## config.mk

```make
export PLATFORM = sky130hd
export DESIGN_NAME = bcd_display_scanner
export DESIGN_NICKNAME = d
export VERILOG_FILES = /design/src/rtl/seg7_pkg.sv /design/src/rtl/bcd_to_seg7.sv /design/src/rtl/bcd_display_scanner.sv
export SDC_FILE = /design/constraint.sdc
export NUM_CORES = 1
export LEC_CHECK = 0
export ABC_CLOCK_PERIOD_IN_PS = 2300
export CORE_ASPECT_RATIO = 2
export CORE_UTILIZATION = 50
export CTS_CLUSTER_DIAMETER = 200
export DETAILED_ROUTE_END_ITERATION = 7
export GPL_ROUTABILITY_DRIVEN = 0
export PLACE_DENSITY = 0.82
export SLEW_MARGIN = 10
export SYNTH_ARGS = -nofsm -noshare
export SYNTH_HDL_FRONTEND = slang
export SYNTH_SLANG_ARGS = --single-unit
```

## constraint.sdc

```tcl
create_clock -name clk -period 2.3 [get_ports clk]
set_input_delay 0.46 -clock clk [delete_from_list [all_inputs] [get_ports clk]]
set_output_delay 0.46 -clock clk [all_outputs]
set_load 0.01 [all_outputs]
```

## src/rtl/seg7_pkg.sv

```systemverilog
// rtl/seg7_pkg.sv - shared constants for the six-digit seven-segment scanner
// Segment vectors are ordered {g,f,e,d,c,b,a} and are active-low.
package seg7_pkg;

    localparam int NUM_DIGITS = 6;

    localparam logic [6:0] SEG_BLANK = 7'b1111111;
    localparam logic [6:0] SEG_DASH  = 7'b0111111;

    localparam logic [6:0] SEG_TABLE [0:9] = '{
        7'b1000000,  // 0
        7'b1111001,  // 1
        7'b0100100,  // 2
        7'b0110000,  // 3
        7'b0011001,  // 4
        7'b0010010,  // 5
        7'b0000010,  // 6
        7'b1111000,  // 7
        7'b0000000,  // 8
        7'b0010000   // 9
    };

endpackage

```

## src/rtl/bcd_to_seg7.sv

```systemverilog
// rtl/bcd_to_seg7.sv - combinational BCD to active-low seven-segment decoder
// Ports:
//   bcd - 4-bit BCD digit; codes 10-15 are not valid digits
//   seg - {g,f,e,d,c,b,a}, active-low; invalid codes show a dash
module bcd_to_seg7
    import seg7_pkg::*;
(
    input  logic [3:0] bcd,
    output logic [6:0] seg
);

    always_comb begin
        seg = SEG_DASH;
        if (bcd <= 4'd9) begin
            seg = SEG_TABLE[bcd];
        end
    end

endmodule

```

## src/rtl/bcd_display_scanner.sv

```systemverilog
// rtl/bcd_display_scanner.sv - multiplexed six-digit seven-segment scanner with anti-tearing shadow
// Ports:
//   clk, rst_n            - clock, asynchronous active-low reset
//   s1,s2,m1,m2,h1,h2     - BCD time digits (slot 0 = s1 ... slot 5 = h2)
//   load                  - capture the six digits into the shadow register
//   colon_en              - enables the separator dots on slots 2 and 4
//   seg, dp               - active-low segments {g,f,e,d,c,b,a} and decimal point
//   an                    - active-low one-hot digit enables
//   frame_done            - one-cycle pulse after the scan wraps from slot 5 to slot 0
module bcd_display_scanner
    import seg7_pkg::*;
#(
    parameter int SCAN_DIV      = 50000,
    parameter bit BLANK_LEADING = 1'b1
) (
    input  logic       clk,
    input  logic       rst_n,
    input  logic [3:0] s1,
    input  logic [3:0] s2,
    input  logic [3:0] m1,
    input  logic [3:0] m2,
    input  logic [3:0] h1,
    input  logic [3:0] h2,
    input  logic       load,
    input  logic       colon_en,
    output logic [6:0] seg,
    output logic       dp,
    output logic [5:0] an,
    output logic       frame_done
);

    localparam int CNT_W = (SCAN_DIV > 2) ? $clog2(SCAN_DIV) : 1;

    logic [CNT_W-1:0] cnt;
    logic [2:0]       idx;       // slot that the next tick will display
    logic [2:0]       slot;      // slot currently on the display
    logic             blank_q;   // high during the ghost-blanking cycle
    logic [3:0]       shadow [NUM_DIGITS];
    logic [3:0]       active [NUM_DIGITS];

    logic       tick;
    logic       wrap;
    logic [3:0] cur_digit;
    logic [6:0] dec_seg;

    assign tick      = (cnt == CNT_W'(SCAN_DIV - 1));
    assign wrap      = tick && (idx == 3'(NUM_DIGITS - 1));
    assign cur_digit = active[idx];

    bcd_to_seg7 u_dec (
        .bcd (cur_digit),
        .seg (dec_seg)
    );

    // seg/dp are registered on the tick edge from the pre-copy active value,
    // so h2 of the ending frame is still shown from the old snapshot while
    // the new snapshot is taken for the frame that starts at slot 0.
    always_ff @(posedge clk or negedge rst_n) begin
        if (!rst_n) begin
            cnt        <= '0;
            idx        <= '0;
            slot       <= '0;
            blank_q    <= 1'b0;
            seg        <= SEG_BLANK;
            dp         <= 1'b1;
            an         <= 6'b111111;
            frame_done <= 1'b0;
            for (int i = 0; i < NUM_DIGITS; i++) begin
                shadow[i] <= '0;
                active[i] <= '0;
            end
        end else begin
            frame_done <= wrap;
            cnt        <= tick ? '0 : cnt + CNT_W'(1);

            if (load) begin
                shadow[0] <= s1;
                shadow[1] <= s2;
                shadow[2] <= m1;
                shadow[3] <= m2;
                shadow[4] <= h1;
                shadow[5] <= h2;
            end

            if (wrap) begin
                for (int i = 0; i < NUM_DIGITS; i++) begin
                    active[i] <= shadow[i];
                end
            end

            if (tick) begin
                idx     <= wrap ? 3'd0 : idx + 3'd1;
                slot    <= idx;
                blank_q <= 1'b1;
                an      <= 6'b111111;
                if (BLANK_LEADING && (idx == 3'd5) && (cur_digit == 4'd0)) begin
                    seg <= SEG_BLANK;
                end else begin
                    seg <= dec_seg;
                end
                dp <= ~(colon_en && ((idx == 3'd2) || (idx == 3'd4)));
            end else begin
                blank_q <= 1'b0;
                if (blank_q) begin
                    an <= ~(6'd1 << slot);
                end
            end
        end
    end

endmodule
```

; ---- Word-level counts from Yosys, hierarchy flattened
; Memories as Yosys holds them, arrays and structs flattened.
; Index checks and enable logic that the tools add are counted.
; W data, S select, Z words.
[totals]
reg_bits = 86
n_memories = 1
in_bits = 28
wordCells = 53
mem_bits_ro = 112
[memory_table]
columns = memory, words, width, read_ports, rd_ports_with_merged_regs, wr, line
row1 = (name not given), 16, 7, 1, 0, 0, bcd_to_seg7.sv:15  ; seg = SEG_TABLE[bcd];
[classes]
bitwise_logic = 4
n_shift = 1
order_cmp = 3
n_addsub = 2
mux = 12
reduce_logical = 6
eq_ne = 4
[op_table]
columns = op, count
row1 = $mux W7, 4
row2 = $add A16 B1 Y16 const B, 1
row3 = $eq A16 B16 Y1 const B, 1
row4 = $mux W16, 1
row5 = $bmux W4 S3, 1
row6 = $mux W6, 2
row7 = $mux W4, 2
row8 = $eq A3 B3 Y1 const B, 2
row9 = $not A6 Y6, 1
row10 = $shl A1 B3 Y6 const A, 1
row11 = $ge A5 B5 Y1 const B, 1
row12 = $not A4 Y5, 1
row13 = $ge A4 B4 Y1 const B, 1
row14 = $le A4 B4 Y1 const B, 1
row15 = $logic_not A4 Y1, 1
row16 = $not A3 Y4, 1
row17 = $add A3 B1 Y3 const B, 1
row18 = $eq A3 B2 Y1 const B, 1
row19 = $logic_and A1 B1 Y1, 3
row20 = $mux W3, 1
row21 = $reduce_bool A2 Y1, 1
row22 = $logic_or A1 B1 Y1, 1
row23 = $mux W1, 1
row24 = $not A1 Y1, 1

; ---- Longest topological paths before layout
[logic_depth]
word_depth = 10
ltp_mapped = 10
mapped_depth_nobuf = 9

; ---- Cells and area by module
; A second synthesis with hierarchy kept.
[unflattened]
hier_cells = 314
hier_area_um2 = 3932.5
[by_module_without_submodules]
columns = mod, instances, cells_per_inst, area_each_um2
row1 = bcd_display_scanner, 1, 289, 3713.6
row2 = bcd_to_seg7, 1, 25, 219.0

; ---- Least setup slack after synthesis
; OpenSTA, ideal clock, no wires.
[synth_path]
path_kind = register -> register
startpoint = register idx[0]
endpoint = register seg[5]
setup_slack_ns = -0.080
path_buffers = 1
path_stages_with_launch = 9
arrival_ns = 2.297
t_required_ns = 2.217
path_cell_list = dfrtp_1 > buf_6 > mux4_1 > a22oi_1 > ha_1 > nor2_1 > or3b_4 > a21oi_4 > a21oi_1
[synth_between]
elab_chain_len = 10
[synth_lines]
columns = item, line
row1 = "start, declared", bcd_display_scanner.sv:35  ; logic [2:0] idx;
row2 = "start signal, assigned", bcd_display_scanner.sv:92  ; idx <= wrap ? 3'd0 : idx + 3'd1;
row3 = $not A3 Y4 (not written as such), bcd_display_scanner.sv:48  ; assign cur_digit = active[idx];
row4 = $bmux W4 S3, bcd_display_scanner.sv:48
row5 = $mux W4 (not written as such) (2 in series), bcd_display_scanner.sv:48
row6 = $not A4 Y5 (not written as such), bcd_to_seg7.sv:15
row7 = $mem_v2 Z16 W7, n/a
row8 = $mux W7 (not written as such) (2 in series), bcd_to_seg7.sv:15
row9 = $mux W7, bcd_to_seg7.sv:14  ; if (bcd <= 4'd9) begin
row10 = $mux W7 (*), bcd_display_scanner.sv:96  ; if (BLANK_LEADING && (idx == 3'd5) && (cur_digit == 4'd0)) begin
row11 = "end signal, assigned", bcd_display_scanner.sv:99  ; seg <= dec_seg;
row12 = "end, declared", bcd_display_scanner.sv:26  ; output logic [6:0] seg,
; Mark *: on every way between the ends. The rest lies on a longest branch, timed or not. The select of a mux whose other input is x is not followed.
; A chain may end at the register's enable or synchronous reset.

; ---- Worst setup path after layout
[layout_path]
startpoint = register idx[0]
endpoint = register seg[1]
; The elaborated chain is that of the path after synthesis.

==> results by group <==
Timing
  – Max-slew headroom: 66.47%
  – TNS Setup: -0.04945 ns
  – Worst-Margin Slew: 0.5029 ns
  – RSZ-0062 raised after global routing: yes
  – Clock skew: 0.008177 ns
  – Final WS setup: -0.01306 ns
  – Final Cycle Share: 100.6%
  – Endpoints failing setup: 6
  – Max Freq: 432.3 MHz
  – Min Tclk post-route: 2.313 ns
  – Final hold vios: 0
  – Max Slew Vio Count: 0

Setup path
  – CP max stage delay: 0.51 ns
  – Crit path max fanout: 6
  – CP startpoint kind: flop
  – Element type at the critical path end: flop
  – Setup CP Type: flop to flop
  – Worst EP required: 2.57 ns
  – FF-to-FF path depth: 8
  – Crit path max-delay family: compound AO/OA/AOI/OAI gates
  – Critical-path top delay cell: mux4_2
  – Levels on crit path: 8
  – Worst EP arrival: 2.58 ns
  – Crit path cell chain: mux4_2, a22o_1, inv_2, ha_4, nor2_1, or3b_4, a21oi_4, a21oi_2
  – CP bufs+invs: 1

Min path
  – Worst Hold Class: input port to asynchronous set/reset pin

Die
  – Die outline height: 125.3 um
  – Standard-cell rows: 44
  – Die area: 7981 sq um
  – Die Span X: 63.68 um
  – Initial core utilization: 51.95%
  – Core Box Area: 7322 sq um
  – Number of I/O pins: 43

Clock network
  – CTS Buffer Depth: 2
  – TritonCTS Buffers: 9
  – Htree depth: 3
  – CTS root buf: clkbuf_16
  – Reg clk slew, reported paths: 0.06 ns
  – Hold buffers post-CTS: 0
  – Num Clock Sinks: 86
  – TritonCTS clock tree: built
  – Clk_lat worst skew: 0.34 ns

Drt
  – # DRC: 0
  – ANT nets after route: 0
  – Via count: 2,476
  – Initial drt markers: 141
  – Routed length per instance: 16.33 um
  – 1st-pass router iterations: 4
  – Final WL: 7397 um
  – Via density: 5.466

Yosys
  – Top post-synthesis cells by area: dfrtp_1 (47%), mux2_2 (16%), dfstp_2 (9.7%), ha_1 (3.3%), xor2_1 (2.3%)
  – Synth Instances: 292
  – Number of flops mapped to enable cells by yosys: 0
  – Top-count cell post-synth: dfrtp_1
  – Share of the synthesized area in the top cell type: 47.37%
  – Mapped Area: 3804 sq um
  – Ys async rst share: 100.0%
  – Yosys warning count: 0
  – Cell taking the most area after synthesis: dfrtp_1
  – Syn avg cell area: 13.03 sq um
  – Post-synth top cells: dfrtp_1 (72), mux2_2 (55), nor2_1 (22), nand2_1 (18), dfstp_2 (14)
  – Synthesized Nets: 330
  – #FFs+latches synth: 86
  – Count of distinct cell types in the synthesized netlist: 41
  – Register area share after synthesis: 57.04%
  – Top_reg_cell synth: dfrtp_1

Placement
  – # port buffers: 42
  – Post-DP HPWL: 5060 um
  – Worst slack at placement: -0.05034 ns

Finish
  – Ratio of cells with drive above 1 in the final layout: 35.73%
  – Inserted Diodes: 0
  – Nets: 394
  – Post-route core utilization: 66.35%
  – Area Overhead vs Synth: 27.73%

Pwr
  – Peak VDD IR: 0.7281 mV
  – Pwr Density: 674.0 nW/um^2
  – Pleak: 2.191 nW

Job
  – Maxcap violations: 0

Global routing
  – Vias in the first global route: 2,583
  – First-pass GRT wire length: 12,250 um
  – Tot GR Track Use: 20.30%
  – Largest net degree at the start of global routing: 50
  – Gr ovfl total: 0
  – Initial antenna violation count: 0

Status
  – Failing checks: setup timing
  – Status: finished with violations
[flip-flops by register name, summed over array words and instances (netlist names)]
| name | count |
|---|---|
| frame_done | 1 |
| seg | 7 |
| shadow | 24 |
| slot | 3 |
| cnt | 16 |
| active | 24 |
| idx | 3 |
| dp | 1 |
| an | 6 |
| blank_q | 1 |
[per-stage QoR]
| stage | hold slack (ns) | total power [mW] | cell area, sq um | std cells |
|---|---|---|---|---|
| CTS | 0.09669 | 3.309 | 4748 | 446 |
| global route | 0.1208 | 3.376 | 4858 | 453 |
| detailed placement | 0.4610 | 1.743 | 4400 | 427 |
| floorplan | 0.1644 | 1.647 | 3809 | 292 |
| finish | 0.08961 | 3.274 | 4858 | 453 |
| global placement | 0.4560 | 1.736 | 4400 | 427 |
[worst reg2reg max path: stages (launching register included)]
cell	delay (ns)
dfrtp_2	0.40
mux4_2	0.51
a22o_1	0.29
inv_2	0.13
ha_4	0.15
nor2_1	0.04
or3b_4	0.37
a21oi_4	0.26
a21oi_2	0.09
[cell usage in the layout, fill, tap and decap left out, types with 2 or more instances in the layout]
cell             instances
o32ai_1                  2
nor2_1                  22
nand2_1                 17
inv_1                    6
a22oi_2                  2
ha_4                     2
a21oi_2                  6
dfstp_2                 14
clkinv_2                 2
dfrtp_1                 71
nand2b_1                 4
and3_1                   2
clkdlybuf4s50_1         41
nand4_1                  2
mux2_2                  55
xnor2_1                  4
buf_6                    2
nand3_1                 11
nor2b_1                  2
a21o_1                   3
ha_1                     8
mux4_2                   3
clkbuf_16                9
buf_4                   19
o21ai_0                 10
buf_12                   2
nor3_1                   5
clkbuf_8                 2
o22ai_1                  2
bufinv_16                2
xor2_1                  10
[cells by family after synthesis]
kind of cell    share of synthesized area (%)
xor+xnor                                3.223
fa+ha+maj                               3.289
compound gates                          5.625
flops                                   57.04
simple gates                            9.704
buf+inv                                 2.171
mux                                     18.95
[what timing repair did]
| action | CTS | global route |
|---|---|---|
| endpoints found under the setup margin | 6 | 7 |
| pin swaps | 2 | 7 |
| gates resized for setup | 2 | 15 |
| buffers inserted | 3 | 7 |
[metal layers]
metal	vias to the layer above	routed length [um]	global-route usage [%]	part of all wire [%]
li1	1150	-	-	-
met4	0	252	11.10	3.4
met2	53	4240	35.36	57
met5	-	0	0	0
met1	1252	2681	22.01	36
met3	21	221	4.927	3.0
[final timing paths]
kind / slack, ns / endpoint / from
worst min register to register: 0.50 / active[19]$_DFFE_PN0P_ / active[19]$_DFFE_PN0P_
worst max-delay path: -0.01 / seg[1]$_DFFE_PN1N_ / idx[0]$_DFFE_PN0N_
worst min-delay path: 0.09 / slot[2]$_DFFE_PN0N_ / rst_n
min in group clk: 0.50 / active[19]$_DFFE_PN0P_ / active[19]$_DFFE_PN0P_
worst max register to register: -0.01 / seg[1]$_DFFE_PN1N_ / idx[0]$_DFFE_PN0N_
max in group asynchronous: 1.54 / an[3]$_DFFE_PN1P_ / rst_n
[power by group]
part	internal (mW)	switching, mW	total [mW]	leakage, nW
registers	1.56	0.0238	1.58	1.08
clock network	1.01	0.555	1.56	0.163
logic	0.0811	0.0510	0.132	0.948
[final cells by class]
class | count | area [sq um]
fillers | 508 | 2464
flip-flops and latches | 86 | 2171
multi-input cells | 188 | 1604
repair buffers | 64 | 615.6
clock buffers | 12 | 256.5
well taps | 92 | 115.1
clock inverters | 4 | 70.07
inverters | 7 | 26.28
Power figures use the tool's default switching activity.
